$ cat src/rtl/instr_fetch_unit.sv
// Instruction fetch: sequential PC generation, credit-limited memory requests,
// in-order response buffering and a valid/ready hand-off to decode with redirect flush.
module instr_fetch_unit #(
  parameter int unsigned       ADDR_W   = 32,
  parameter logic [ADDR_W-1:0] RESET_PC = '0,
  parameter int unsigned       DEPTH    = 2
) (
  input  logic              clk,
  input  logic              rst_n,
  output logic              imem_req_valid,
  input  logic              imem_req_ready,
  output logic [ADDR_W-1:0] imem_req_addr,
  input  logic              imem_rsp_valid,
  input  logic [31:0]       imem_rsp_data,
  input  logic              redirect_valid,
  input  logic [ADDR_W-1:0] redirect_pc,
  output logic              dec_valid,
  input  logic              dec_ready,
  output logic [31:0]       instr,
  output logic [ADDR_W-1:0] instr_pc,
  output logic [5:0]        opcode,
  output logic [4:0]        rs,
  output logic [4:0]        rt,
  output logic [4:0]        rd,
  output logic [4:0]        shamt,
  output logic [5:0]        funct,
  output logic [15:0]       imm,
  output logic              rsp_err
);

  localparam int unsigned PW = (DEPTH > 1) ? $clog2(DEPTH) : 1;
  localparam int unsigned CW = PW + 1;
  localparam int unsigned DW = 16;

  logic [ADDR_W-1:0] r_pc;
  logic [ADDR_W-1:0] r_ifq [DEPTH];
  logic [PW-1:0]     r_ifq_rd;
  logic [PW-1:0]     r_ifq_wr;
  logic [CW-1:0]     r_outstanding;
  logic [DW-1:0]     r_drop_cnt;
  logic [31:0]       r_buf_data [DEPTH];
  logic [ADDR_W-1:0] r_buf_pc [DEPTH];
  logic [PW-1:0]     r_head;
  logic [PW-1:0]     r_tail;
  logic [CW-1:0]     r_count;
  logic              r_rsp_err;

  logic [CW:0] w_credit;
  logic        w_req_fire;
  logic        w_rsp_drop;
  logic        w_rsp_take;
  logic        w_rsp_orphan;
  logic        w_rsp_retire;
  logic        w_pop;

  // Credits cover both buffered and in-flight (non-dropped) entries, so the buffer cannot overflow.
  assign w_credit       = {1'b0, r_outstanding} + {1'b0, r_count};
  assign imem_req_valid = rst_n & ~redirect_valid & (w_credit < (CW+1)'(DEPTH));
  assign imem_req_addr  = r_pc;
  assign w_req_fire     = imem_req_valid & imem_req_ready;

  assign w_rsp_drop   = imem_rsp_valid & (r_drop_cnt != '0);
  assign w_rsp_take   = imem_rsp_valid & (r_drop_cnt == '0) & (r_outstanding != '0) & ~redirect_valid;
  assign w_rsp_orphan = imem_rsp_valid & (r_drop_cnt == '0) & (r_outstanding == '0);
  // A response that retires a known request (dropped or live) during a redirect is not re-counted.
  assign w_rsp_retire = imem_rsp_valid & ((r_drop_cnt != '0) | (r_outstanding != '0));

  assign dec_valid = (r_count != '0);
  assign w_pop     = dec_valid & dec_ready & ~redirect_valid;

  assign instr    = r_buf_data[r_head];
  assign instr_pc = r_buf_pc[r_head];
  assign opcode   = instr[31:26];
  assign rs       = instr[25:21];
  assign rt       = instr[20:16];
  assign rd       = instr[15:11];
  assign shamt    = instr[10:6];
  assign funct    = instr[5:0];
  assign imm      = instr[15:0];
  assign rsp_err  = r_rsp_err;

  always_ff @(posedge clk or negedge rst_n) begin
    if (!rst_n) begin
      r_pc          <= RESET_PC;
      r_ifq_rd      <= '0;
      r_ifq_wr      <= '0;
      r_outstanding <= '0;
      r_drop_cnt    <= '0;
      r_head        <= '0;
      r_tail        <= '0;
      r_count       <= '0;
      r_rsp_err     <= 1'b0;
      for (int i = 0; i < int'(DEPTH); i++) begin
        r_ifq[i]      <= '0;
        r_buf_data[i] <= '0;
        r_buf_pc[i]   <= '0;
      end
    end else begin
      if (w_rsp_orphan) begin
        r_rsp_err <= 1'b1;
      end
      if (redirect_valid) begin
        r_pc          <= redirect_pc;
        r_ifq_rd      <= '0;
        r_ifq_wr      <= '0;
        r_outstanding <= '0;
        r_drop_cnt    <= r_drop_cnt + DW'(r_outstanding) - DW'(w_rsp_retire);
        r_head        <= '0;
        r_tail        <= '0;
        r_count       <= '0;
      end else begin
        if (w_req_fire) begin
          r_ifq[r_ifq_wr] <= r_pc;
          r_ifq_wr        <= r_ifq_wr + PW'(1);
          r_pc            <= r_pc + ADDR_W'(4);
        end
        if (w_rsp_drop) begin
          r_drop_cnt <= r_drop_cnt - DW'(1);
        end
        if (w_rsp_take) begin
          r_buf_data[r_tail] <= imem_rsp_data;
          r_buf_pc[r_tail]   <= r_ifq[r_ifq_rd];
          r_tail             <= r_tail + PW'(1);
          r_ifq_rd           <= r_ifq_rd + PW'(1);
        end
        if (w_pop) begin
          r_head <= r_head + PW'(1);
        end
        r_outstanding <= r_outstanding + CW'(w_req_fire) - CW'(w_rsp_take);
        r_count       <= r_count + CW'(w_rsp_take) - CW'(w_pop);
      end
    end
  end

  a_no_overflow: assert property (@(posedge clk) disable iff (!rst_n)
    !(w_rsp_take && !w_pop && (r_count == CW'(DEPTH))));

endmodule

$ cat config.mk
export PLATFORM = sky130hd
export DESIGN_NAME = instr_fetch_unit
export DESIGN_NICKNAME = d
export VERILOG_FILES = /design/src/rtl/instr_fetch_unit.sv
export SDC_FILE = /design/constraint.sdc
export NUM_CORES = 1
export LEC_CHECK = 0
export ABC_AREA = 0
export CORE_MARGIN = 1.5
export CORE_UTILIZATION = 45
export CTS_BUF_LIST = sky130_fd_sc_hd__clkbuf_8 sky130_fd_sc_hd__clkbuf_16
export CTS_CLUSTER_DIAMETER = 40
export CTS_CLUSTER_SIZE = 28
export DETAILED_ROUTE_END_ITERATION = 10
export PLACE_DENSITY = 0.7
export SLEW_MARGIN = 20
export SYNTH_ARGS = -nofsm -noshare
export SYNTH_HDL_FRONTEND = slang
export SYNTH_SLANG_ARGS = --single-unit
$ cat constraint.sdc
create_clock -name clk -period 5.5 [get_ports clk]
set_clock_uncertainty 0.05 [all_clocks]
set_input_delay 0.55 -clock clk [delete_from_list [all_inputs] [get_ports clk]]
set_output_delay 0.55 -clock clk [all_outputs]
set_load 0.01 [all_outputs]
# Word-level counts from Yosys, hierarchy flattened

Index checks and enable logic that the tools add are counted.

Logic and storage cells: 95
Output and inout bits: 147
Input bits: 70
Bits in registers: 249

Magnitude comparators: 7
Mux-type cells: 30
Add/sub/neg operators: 13
Reductions and logical operators: 13
Bitwise operators: 17

Operator list:

| cell                                                | count |
|---|---|
| two-way mux 32 bit                                  | 13 |
| bitwise mux 64 bit                                  | 3 |
| demux 32 bit (select 1 bit)                         | 2 |
| adder 32 x 3 -> 32 bit (second input constant)      | 1 |
| two-way mux 16 bit                                  | 2 |
| adder 16 x 2 -> 16 bit                              | 1 |
| zero test 16 bit                                    | 1 |
| nonzero test 16 bit                                 | 1 |
| subtractor 16 x 1 -> 16 bit                         | 1 |
| subtractor 16 x 1 -> 16 bit (second input constant) | 1 |
| nonzero test 2 bit                                  | 6 |
| bitwise AND 1 bit                                   | 11 |
| >= comparator 2 bit (second input constant)         | 4 |
| two-way mux 1 bit                                   | 8 |
| NOT 1 -> 2 bit                                      | 4 |
| adder 1 bit (second input constant)                 | 4 |
| adder 2 x 1 -> 2 bit                                | 2 |
| < comparator 2 x 1 -> 1 bit (second input constant) | 2 |
| two-way mux 2 bit                                   | 2 |
| AND reduction 2 bit                                 | 2 |
| subtractor 2 x 1 -> 2 bit                           | 2 |
| adder 2 x 2 -> 3 bit                                | 1 |
| < comparator 3 x 2 -> 1 bit (second input constant) | 1 |
| logical AND 1 bit                                   | 2 |
| 3 further kinds                                     | 3 |

# Longest topological paths before layout

Depth after elaboration: 7
Mapped depth: 17
Mapped depth without buffers: 17

# Worst setup path after synthesis

No wires, ideal clock.

Path kind: register to register
From: register r_drop_cnt[8]
To: register r_drop_cnt[14]
Arrival time: 3369 ps
Cell stages (with the launch flop): 18
Path slack: 1956 ps
Cells stage by stage: dfrtp_1 > inv_1 > ha_1 > nand4_1 > or2_2 > nor3_1 > nor2b_1 > ha_1 > inv_1 > ha_1 > inv_1 > fa_1 > nand2b_1 > a211oi_1 > o211ai_1 > a31oi_1 > xnor2_1 > mux2_2

Longest elaborated chain between the ends: 5
Elaborated cells on any way between the ends: 10
Classes of those cells: 3 x add/sub; 2 x mux; 3 x bitwise; 2 x reduce/logical

RTL lines:

| what                                                                           | RTL line | text |
|---|---|---|
| from (decl)                                                                    | 40       | `logic [DW-1:0] r_drop_cnt;` |
| from (signal assigned)                                                         | 107      | `r_drop_cnt <= r_drop_cnt + DW'(r_outstanding) - DW'(w_rsp_retire);` |
| from (signal assigned)                                                         | 118      | `r_drop_cnt <= r_drop_cnt - DW'(1);` |
| parallel branches: the longest is 5 deep, another holds adder 16 x 2 -> 16 bit | --       |  |

Several ways; the timed one is not identified. The select of a mux whose other input is x is not followed.
A chain may end at the register's enable or synchronous reset.

# Final worst setup path

From: register r_drop_cnt[6]
To: register r_drop_cnt[14]

Same word-level chain as after synthesis.

==> results.py <==
metrics = {
    "outcome": {
        "status": "complete, no violations",
    },
    "critical_path": {
        "r2r_slack_ns": 1.49,
        "worstPathArrival_ns": 4.34,
        "start_kind": "flip-flop",
        "crit_chain": "inv_1 -> ha_1 -> nand4_1 -> or2_2 -> nor3_1 -> nor2b_1 -> ha_1 -> inv_1 -> ha_1 -> inv_1 -> fa_1 -> nand2b_1 -> a211oi_1 -> o211ai_1 -> a31oi_1 -> xnor2_1 -> mux2_2",
        "cp.required_ns": 5.83,
        "crit_type": "flip-flop to flip-flop",
        "worstRegToRegCells": 17,
        "slowest_stage": "dfrtp_1",
        "cp_max_fo": 5,
        "crit_family": "adder cells",
        "timing.rr.start": "r_drop_cnt[6]",
        "critical_path.n_buffers_inverters": 3,
        "cpPeakStageDelay_ns": 0.38,
        "crit_path_end_kind": "flip-flop",
        "r2r-end": "r_drop_cnt[14]",
    },
    "global_routing": {
        "antenna_found_initial": 0,
        "grt_max_degree": 97,
        "grt.overflow.total": 0,
        "grt_pass1_vias": 9034,
        "grt_pass1_wl_mm": 48.9,
        "grt_usage_pct": 21.4,
    },
    "power": {
        "intPower_mw": 4.30,
        "peakVddDrop_v": 0.000194,
        "p_leak_nw": 7.31,
        "p_total_mw": 6.19,
        "power_switching_mw": 1.89,
        "p_comb_share_pct": 26.4,
        "clkPwrFrac_pct": 38.4,
        "power_frac_seq_pct": 35.2,
        "swShare_pct": 30.5,
        "p_per_area_nw_per_um2": 383,
    },
    "logic_synthesis": {
        "synth_area_sq_um": 12800,
        "synth-seq-area-share_pct": 48.8,
        "syn_inst": 1156,
        "ys.warnings.count": 0,
        "ys_types": 58,
        "async_flop_share_pct": 100,
        "synth_ff_type": "dfrtp_1",
        "synth_seq_cells": 249,
        "synth_edf_count": 0,
        "synth_nets": 1270,
        "synth.avg_cell_area_sq_um": 11.0,
    },
    "timing": {
        "finalSetupViolations": 0,
        "finalSetupTns_ns": 0,
        "maxSlewViolCount": 0,
        "worst_pin_slew_ns": 1.06,
        "period_share_pct": 72.9,
        "finalHoldViolations": 0,
        "hold-worst-slack_ns": 0.422,
        "maxSlewHeadroom_pct": 29.3,
        "fin_crit_ns": 4.01,
        "max_freq_mhz": 249,
        "rsz0062_at_grt": "false",
    },
    "placed_design": {
        "io_buffers": 216,
        "dp_hpwl_mm": 20.9,
        "gp_congestion": 0.892,
        "dpl.cell_count": 1653,
    },
    "cells_and_area": {
        "n_antenna_cell": 0,
        "stdcell_count": 1718,
        "final_layout_size_suffix_gt1_share_pct": 20.8,
        "nets": 1427,
        "fill_cells": 2337,
        "area_delta_synth_final_pct": 26.5,
    },
    "route": {
        "viasPerCell": 5.34,
        "drc": 0,
        "num_vias": 9172,
        "ant_nets": 0,
        "dr.pass1.iters": 5,
        "wl_mm": 31.1,
        "drt_iter0_markers": 475,
        "routedWlPerCell_um": 18.1,
    },
    "die": {
        "fp.dieArea_sq_um": 29400,
        "fp.dieH_um": 171,
        "start_util_pct": 45.8,
        "boundaryPins": 217,
        "chipWidth_um": 171,
        "core_sq_um": 27900,
        "row_count": 61,
    },
    "clocking": {
        "cts_num_sinks": 249,
        "root_buffer": "clkbuf_16",
        "cts-root-to-sink-buffers": 3,
        "cts_resized": 0,
        "path_clk_slew_ns": 0.06,
        "clock_latency_ns": 0.51,
        "cts_tree": "built",
        "cts_buffers": 35,
        "cts_max_level": 2,
    },
    "min_path": {
        "whs_path_depth": 2,
        "min_from": "r_buf_pc[11]",
        "min_to": "r_buf_pc[11]",
        "hold_path.class": "flip-flop to flip-flop",
    },
    "flow_run": {
        "maxCapViolCount": 0,
    },
}
==> area by class of cell <==
type / instances / area, sq um / share of cell area (%)
well taps: 378 / 473 / 2.93
clock buffers: 42 / 983 / 6.09
clock inverters: 22 / 279 / 1.73
inverters: 46 / 173 / 1.07
repair buffers: 224 / 2240 / 13.9
flip-flops and latches: 249 / 6240 / 38.6
multi-input cells: 757 / 5760 / 35.7
==> cell families after synthesis <==
group / count (synthesis) / synth area share (%)
AND/OR/NAND/NOR: 263 / 9.79
flip-flops: 249 / 48.8
multiplexers: 226 / 19.6
AO/OA/AOI/OAI: 192 / 8.98
buffers and inverters: 150 / 6.16
adder cells (fa/ha/maj): 44 / 4.43
XOR/XNOR: 32 / 2.20
==> sequential cells by signal, indices dropped and copies added (netlist names) <==
name / flops
r_ifq_rd: 1
r_outstanding: 2
r_buf_data: 64
r_tail: 1
rsp_err: 1
r_drop_cnt: 16
r_buf_pc: 64
r_head: 1
r_ifq_wr: 1
r_ifq: 64
imem_req_addr: 32
r_count: 2
==> layout by cell type, fill, tap and decap left out, types with 11 or more instances in the layout <==
cell type	count
nor2b_1	12
o21ai_0	77
ha_1	42
nor2_1	74
xnor2_1	29
mux2_2	190
inv_1	48
nand2_1	90
dfrtp_1	247
mux2i_1	36
clkdlybuf4s50_1	214
a21oi_1	58
clkbuf_16	36
nand3_1	15
nor3_1	11
o311ai_0	14
==> power groups by stage <==
stage | Sequential (mW) | Clock (mW) | Combinational (mW)
6_report | 2.18 | 2.38 | 1.63
5_1_grt | 2.21 | 2.52 | 1.82
4_1_cts | 2.18 | 2.43 | 1.63
3_5_place_dp | 2.21 | 0 | 1.61
3_3_place_gp | 2.20 | 0 | 1.61
2_1_floorplan | 2.17 | 0 | 1.17
==> worst min-delay path: stages (launching register included) <==
cell and delay (ns):
dfrtp_1 0.34, nand2_1 0.04, o21ai_0 0.06
==> cell usage after synthesis, types with 5 or more instances <==
cell type    n  area share (%)
mux2_2     190              17
o311ai_0    14            0.96
a221o_1      7            0.55
mux2i_1     36             2.8
a21oi_1     58             2.3
xnor2_1     29             2.0
nand4_1      6            0.29
buf_2        7            0.27
clkbuf_1    38             1.1
inv_1       45             1.3
nand2_1     92             2.7
buf_4       49             2.9
ha_1        42             4.1
nor2_1      75             2.2
nor2b_1     12            0.59
nand3_1     15            0.59
dfrtp_1    249              49
o21ai_0     77             3.0
or2_2        5            0.25
and2_1       6            0.29
buf_1        5            0.15
a31oi_1     10            0.49
nand2b_1    11            0.54
nor3_1      11            0.43
and3_1       8            0.39
==> stage by stage <==
step	instance area [sq um]	utilization [%]	setup WS, ns
final	16100	57.9	1.49
after global routing	16100	57.9	1.14
after CTS	16100	57.9	1.45
after detailed placement	14900	53.4	1.48
after global placement	14900	53.4	1.53
after floorplan	12800	-	1.96
==> timing repair <==
action	in CTS	in global routing
setup buffers	0	0
hold buffers	1	0
hold endpoints to repair	41	0
==> routing by layer <==
metal | vias up | share of wire (%) | track usage (%)
met5 | - | 0 | 0
met4 | 0 | 2.0 | 5.87
met3 | 50 | 7.0 | 4.79
met2 | 313 | 46 | 34.7
met1 | 4475 | 45 | 28.8
li1 | 4334 | - | -
==> how the worst max path moves through the flow <==
stage                  startpoint              to  slack (ns)  cells after the start
floorplan           r_drop_cnt[8]  r_drop_cnt[14]        1.96                     17
global placement    r_drop_cnt[7]  r_drop_cnt[14]        1.53                     17
detailed placement  r_drop_cnt[6]  r_drop_cnt[14]        1.48                     17
CTS                 r_drop_cnt[7]  r_drop_cnt[14]        1.45                     17
global route        r_drop_cnt[7]  r_drop_cnt[14]        1.14                     17
finish              r_drop_cnt[6]  r_drop_cnt[14]        1.49                     17
Note: power is estimated with default switching activity, not from simulation.
